$ cat src/rtl/fetch_unit.sv
// Instruction fetch stage: drives a ready/valid instruction memory and fills the IF/ID register.
// Uses a one-entry skid buffer for stalls and a redirect register for redirects that arrive while a request is still pending.
module fetch_unit #(
    parameter logic [31:0] RESET_PC = 32'h0000_0000
) (
    input  logic        clk,
    input  logic        reset,
    input  logic        stall,
    input  logic        flush,
    input  logic        pcsrc,
    input  logic [31:0] pctarget,
    output logic        imem_req,
    output logic [31:0] imem_addr,
    input  logic        imem_ready,
    input  logic [31:0] imem_rdata,
    output logic [31:0] instr,
    output logic [31:0] pcd,
    output logic [31:0] pcplus4d,
    output logic        validd
);

    typedef enum logic [1:0] {
        FETCH = 2'd0,
        HOLD  = 2'd1,
        KILL  = 2'd2
    } state_t;

    localparam logic [31:0] NOP_INSTR  = 32'h0000_0013;
    localparam logic [31:0] RESET_ADDR = RESET_PC & 32'hFFFF_FFFC;

    function automatic logic [31:0] word_align(input logic [31:0] a);
        return a & 32'hFFFF_FFFC;
    endfunction

    state_t      r_state;
    state_t      w_state_nx;
    logic [31:0] r_areg;
    logic [31:0] w_areg_nx;
    logic [31:0] r_redir;
    logic [31:0] w_redir_nx;
    logic [31:0] r_skid_instr;
    logic [31:0] w_skid_instr_nx;
    logic [31:0] r_skid_pc;
    logic [31:0] w_skid_pc_nx;
    logic [31:0] r_instr;
    logic [31:0] r_pcd;
    logic [31:0] r_pcplus4d;
    logic [31:0] w_load_instr;
    logic [31:0] w_load_pc;
    logic        r_validd;
    logic        w_validd_nx;
    logic        r_imem_req;
    logic        w_hs;
    logic        w_load;
    logic        w_kill;

    // Next-state, next-address and IF/ID load decisions; pcsrc outranks flush, which outranks stall
    always_comb begin
        w_state_nx      = r_state;
        w_areg_nx       = r_areg;
        w_redir_nx      = r_redir;
        w_skid_instr_nx = r_skid_instr;
        w_skid_pc_nx    = r_skid_pc;
        w_load          = 1'b0;
        w_load_instr    = r_instr;
        w_load_pc       = r_pcd;
        w_kill          = flush;
        // A response only counts against a request we are actually driving
        w_hs            = r_imem_req & imem_ready;

        case (r_state)
            FETCH: begin
                if (pcsrc) begin
                    w_kill = 1'b1;
                    if (w_hs || !r_imem_req) begin
                        w_areg_nx = word_align(pctarget);
                    end else begin
                        w_redir_nx = word_align(pctarget);
                        w_state_nx = KILL;
                    end
                end else if (w_hs) begin
                    if (stall) begin
                        w_skid_instr_nx = imem_rdata;
                        w_skid_pc_nx    = r_areg;
                        w_state_nx      = HOLD;
                    end else begin
                        w_load       = 1'b1;
                        w_load_instr = imem_rdata;
                        w_load_pc    = r_areg;
                        w_areg_nx    = word_align(r_areg + 32'd4);
                    end
                end else begin
                    w_state_nx = FETCH;
                end
            end
            HOLD: begin
                if (pcsrc) begin
                    w_kill     = 1'b1;
                    w_areg_nx  = word_align(pctarget);
                    w_state_nx = FETCH;
                end else if (!stall) begin
                    w_load       = 1'b1;
                    w_load_instr = r_skid_instr;
                    w_load_pc    = r_skid_pc;
                    w_areg_nx    = word_align(r_skid_pc + 32'd4);
                    w_state_nx   = FETCH;
                end else begin
                    w_state_nx = HOLD;
                end
            end
            KILL: begin
                if (pcsrc) begin
                    w_kill     = 1'b1;
                    w_redir_nx = word_align(pctarget);
                end else begin
                    w_redir_nx = r_redir;
                end
                if (w_hs) begin
                    w_areg_nx  = w_redir_nx;
                    w_state_nx = FETCH;
                end else begin
                    w_state_nx = KILL;
                end
            end
            default: begin
                w_state_nx = FETCH;
            end
        endcase

        if (w_kill) begin
            w_validd_nx = 1'b0;
        end else if (w_load) begin
            w_validd_nx = 1'b1;
        end else begin
            w_validd_nx = r_validd;
        end
    end

    // FSM state register
    always_ff @(posedge clk or posedge reset) begin
        if (reset) begin
            r_state <= FETCH;
        end else begin
            r_state <= w_state_nx;
        end
    end

    // Address, buffers, request flag and IF/ID register
    always_ff @(posedge clk or posedge reset) begin
        if (reset) begin
            r_areg       <= RESET_ADDR;
            r_redir      <= 32'h0000_0000;
            r_skid_instr <= 32'h0000_0000;
            r_skid_pc    <= 32'h0000_0000;
            r_imem_req   <= 1'b0;
            r_instr      <= NOP_INSTR;
            r_pcd        <= 32'h0000_0000;
            r_pcplus4d   <= 32'h0000_0000;
            r_validd     <= 1'b0;
        end else begin
            r_areg       <= w_areg_nx;
            r_redir      <= w_redir_nx;
            r_skid_instr <= w_skid_instr_nx;
            r_skid_pc    <= w_skid_pc_nx;
            r_imem_req   <= (w_state_nx != HOLD);
            r_validd     <= w_validd_nx;
            if (w_load) begin
                r_instr    <= w_load_instr;
                r_pcd      <= w_load_pc;
                r_pcplus4d <= w_load_pc + 32'd4;
            end else begin
                r_instr    <= r_instr;
                r_pcd      <= r_pcd;
                r_pcplus4d <= r_pcplus4d;
            end
        end
    end

    assign imem_req  = r_imem_req;
    assign imem_addr = r_areg;
    assign instr     = r_instr;
    assign pcd       = r_pcd;
    assign pcplus4d  = r_pcplus4d;
    assign validd    = r_validd;

endmodule

$ cat config.mk
export PLATFORM = sky130hd
export DESIGN_NAME = fetch_unit
export DESIGN_NICKNAME = d
export VERILOG_FILES = /design/src/rtl/fetch_unit.sv
export SDC_FILE = /design/constraint.sdc
export NUM_CORES = 1
export LEC_CHECK = 0
export ABC_AREA = 1
export CAP_MARGIN = 20
export CORE_MARGIN = 10
export CORE_UTILIZATION = 51
export CTS_CLUSTER_DIAMETER = 100
export CTS_CLUSTER_SIZE = 40
export DETAILED_ROUTE_END_ITERATION = 7
export PLACE_DENSITY = 0.76
export SLEW_MARGIN = 10
export SYNTH_ARGS = -nofsm -noshare
export SYNTH_HDL_FRONTEND = slang
export SYNTH_SLANG_ARGS = --single-unit
$ cat constraint.sdc
create_clock -name clk -period 8.5 [get_ports clk]
set_input_delay 1.7 -clock clk [delete_from_list [all_inputs] [get_ports clk]]
set_output_delay 1.7 -clock clk [all_outputs]
set_load 0.05 [all_outputs]
==> results_dict.tcl <==
set metrics [dict create \
    setup-violations-final 0 \
    fp.dieW_um 183 \
    switchingPower_w 0.00348 \
    start_util_pct 51.7 \
    crit_required_ps 8890 \
    placeableCoreArea_mm2 0.0261 \
    rsz0062_at_grt "false" \
    grtUsageTotal_pct 25.0 \
    ff2ff_setup_slack_ps 4490 \
    ys.flop_type "dfrtp_1" \
    vdd_drop_max_mv 0.259 \
    cts_tree "built" \
    postRouteAntennaNets 0 \
    r2r-start "r_state[1]" \
    fp.dieArea_mm2 0.0333 \
    port-buffer-count 197 \
    final_util_pct 61.1 \
    cts_made_buffers 11 \
    htreeDepth 1 \
    p_clk_share_pct 10.2 \
    place.gp.congestion 0.986 \
    maxCapViolations 0 \
    grt_overflow 0 \
    r2r_end "pcplus4d[21]" \
    rows 59 \
    crit_type "input port to flop" \
    grt_antenna_before_repair 0 \
    num_vias 13400 \
    grt_pass1_vias 12600 \
    antenna_cells 0 \
    clockBufferDepth 3 \
    cp-end-kind "flop" \
    drt_wl_total_mm 42.6 \
    wire_per_inst_um 18.0 \
    cts_setup_buffers 0 \
    synth.area.top_cells "dfrtp_1, nand2_1, nand3_1" \
    clkSlewWorstSetupHoldPaths_ps 140 \
    swShare_pct 53.6 \
    cp_max_fo 48 \
    p_per_area_mw_per_mm2 407 \
    worstMarginPinSlew_ps 1010 \
    cts_resized 0 \
    grt_pass1_wl_mm 68.8 \
    synth.avg_cell_area_um2 7.10 \
    ios 200 \
    area.growth.synth_to_final_pct 18.2 \
    syn_area_mm2 0.0135 \
    p_comb_share_pct 58.9 \
    yosys.area.top_type "dfrtp_1" \
    fmax_mhz 195 \
    syn-num-nets 1975 \
    clockRootBuffer "clkbuf_16" \
    grt_max_degree 137 \
    leakage_nw 7.27 \
    synth_seq_cells 226 \
    fin_crit_ps 5120 \
    synth_cell_type_count 46 \
    insertion_delay_ps 500 \
    drive_gt1_share_pct 6.19 \
    finClkSkew_ps 28.9 \
    ys_warn_count 0 \
    period_share_pct 60.3 \
    hold_path_class "flop to flop" \
    finalSetupTns_ps 0 \
    nNetsFinal 2110 \
    reg2reg_depth 15 \
    yosysSeqAreaShare_pct 42.0 \
    p_seq_share_pct 30.8 \
    outcome "complete, no violations" \
    start_kind "input port" \
    cp.arrival_ps 5520 \
    synth_edf_count 0 \
    power.internal_w 0.00301 \
    dr.pass1.iters 6 \
    async_flop_share_pct 100 \
    die_h_um 183 \
    critPathLaunch "pcsrc" \
    slew_viol_final 0 \
    syn_inst 1898 \
    drc_errors 0 \
    drtIter0Drc 1639 \
    endpoint "pcplus4d[21]" \
    holdBufCountCts 0 \
    viasPerCell 5.64 \
    clock_sinks 226 \
    hpwl_mm 31.2 \
    slew-limit-headroom_pct 32.6 \
    yosysTopAreaCellShare_pct 41.4 \
    finalHoldViolCount 0 \
]
[state kept, by name, summed over array words and instances, names as in the netlist, named ones only]
name          count
imem_addr        32
imem_req          1
instr            32
pcd              30
pcplus4d         30
r_redir          32
r_skid_instr     32
r_skid_pc        32
r_state           2
validd            1
[synth_stat cells, drive strengths merged, types with 4 or more instances]
cell type	instances
inv	175
ha	7
a21oi	43
clkbuf	51
o211ai	16
xor2	23
nor2	178
o2111ai	4
nand2	665
nand3	167
nand4	22
mux2	32
buf	41
o221ai	6
dfrtp	223
a31oi	37
o21ai	137
nand3b	4
nor3	35
[worst min path at each step]
stage            startpoint           end  cells after the start
3_3_place_gp    r_redir[12]   r_redir[12]                      2
2_1_floorplan   r_redir[10]   r_redir[10]                      2
3_5_place_dp   pcplus4d[18]  pcplus4d[18]                      2
6_report       pcplus4d[14]  pcplus4d[14]                      2
4_1_cts        pcplus4d[25]  pcplus4d[25]                      2
5_1_grt        r_skid_pc[0]  r_skid_pc[0]                      2
[stage by stage]
| stage | hold WS (ps) | total power [W] | area [um2] | cells | setup slack (ps) |
|---|---|---|---|---|---|
| 3_3_place_gp | 462 | 0.00572 | 15500 | 2354 | 3090 |
| 3_5_place_dp | 467 | 0.00581 | 15500 | 2355 | 3000 |
| 4_1_cts | 501 | 0.00648 | 15900 | 2372 | 3510 |
| 6_report | 494 | 0.00649 | 15900 | 2372 | 3380 |
| 5_1_grt | 518 | 0.00694 | 15900 | 2372 | 3090 |
| 2_1_floorplan | 449 | 0.00456 | 13500 | 1898 | 614 |
[layout by cell type (no fill, tap or decap), drive strengths merged, types with 4 or more instances in the layout]
cell type	Yosys	routed
clkinv	1	4
dfrtp	223	223
o211ai	16	16
o221ai	6	6
nor2	178	178
o2111ai	4	4
mux2	32	32
nand2	665	665
xor2	23	23
a21oi	43	43
clkdlybuf4s50	0	196
inv	175	178
o21ai	137	137
ha	7	7
nand4	22	22
a31oi	37	37
nand3b	4	4
buf	41	18
nand3	167	167
clkbuf	51	11
nor3	35	35
[power groups by stage]
stage          sequential (W)  combinational (W)  clock (W)
4_1_cts               0.00199            0.00382   0.000678
2_1_floorplan         0.00283            0.00173          0
6_report              0.00200            0.00382   0.000664
3_5_place_dp          0.00201            0.00380          0
3_3_place_gp          0.00199            0.00373          0
5_1_grt               0.00205            0.00418   0.000706
[cells by family (layout without fill, tap and decap cells)]
group           count (synthesis)  in the layout  synth area share (%)
mux                            32             32                  2.67
buf+inv                       268            407                  8.32
compound gates                263            263                  11.1
simple gates                 1079           1079                  33.8
xor+xnor                       23             23                  1.50
flops                         226            226                  42.0
fa+ha+maj                       7              7                 0.650
[layer usage]
layer | global-route usage [%] | vias up | wire length (um)
li1 | - | 6424 | -
met5 | 0 | - | 0
met1 | 35.4 | 6231 | 18600
met2 | 38.3 | 648 | 19000
met4 | 6.22 | 0 | 1070
met3 | 4.99 | 71 | 3990
[critical path, stage by stage]
cell and delay, ps:
buf_2 430, buf_4 500, nor2_4 60, buf_4 290, nand2_2 550, nand2_1 140, nand2_1 450, a21oi_1 160
nor2_1 230, nand3_2 140, nor2_2 460, nand3_1 160, nand3_1 120, nand3_1 80
[final cells by class]
cell class              instances  area [um2]
clock inverters                 6         100
repair buffers                214        2090
fillers                      2379       10100
inverters                     176         671
well taps                     335         419
flip-flops and latches        226        5660
multi-input cells            1404        6710
clock buffers                  11         275
No activity file was read; power rests on OpenSTA's default activity.
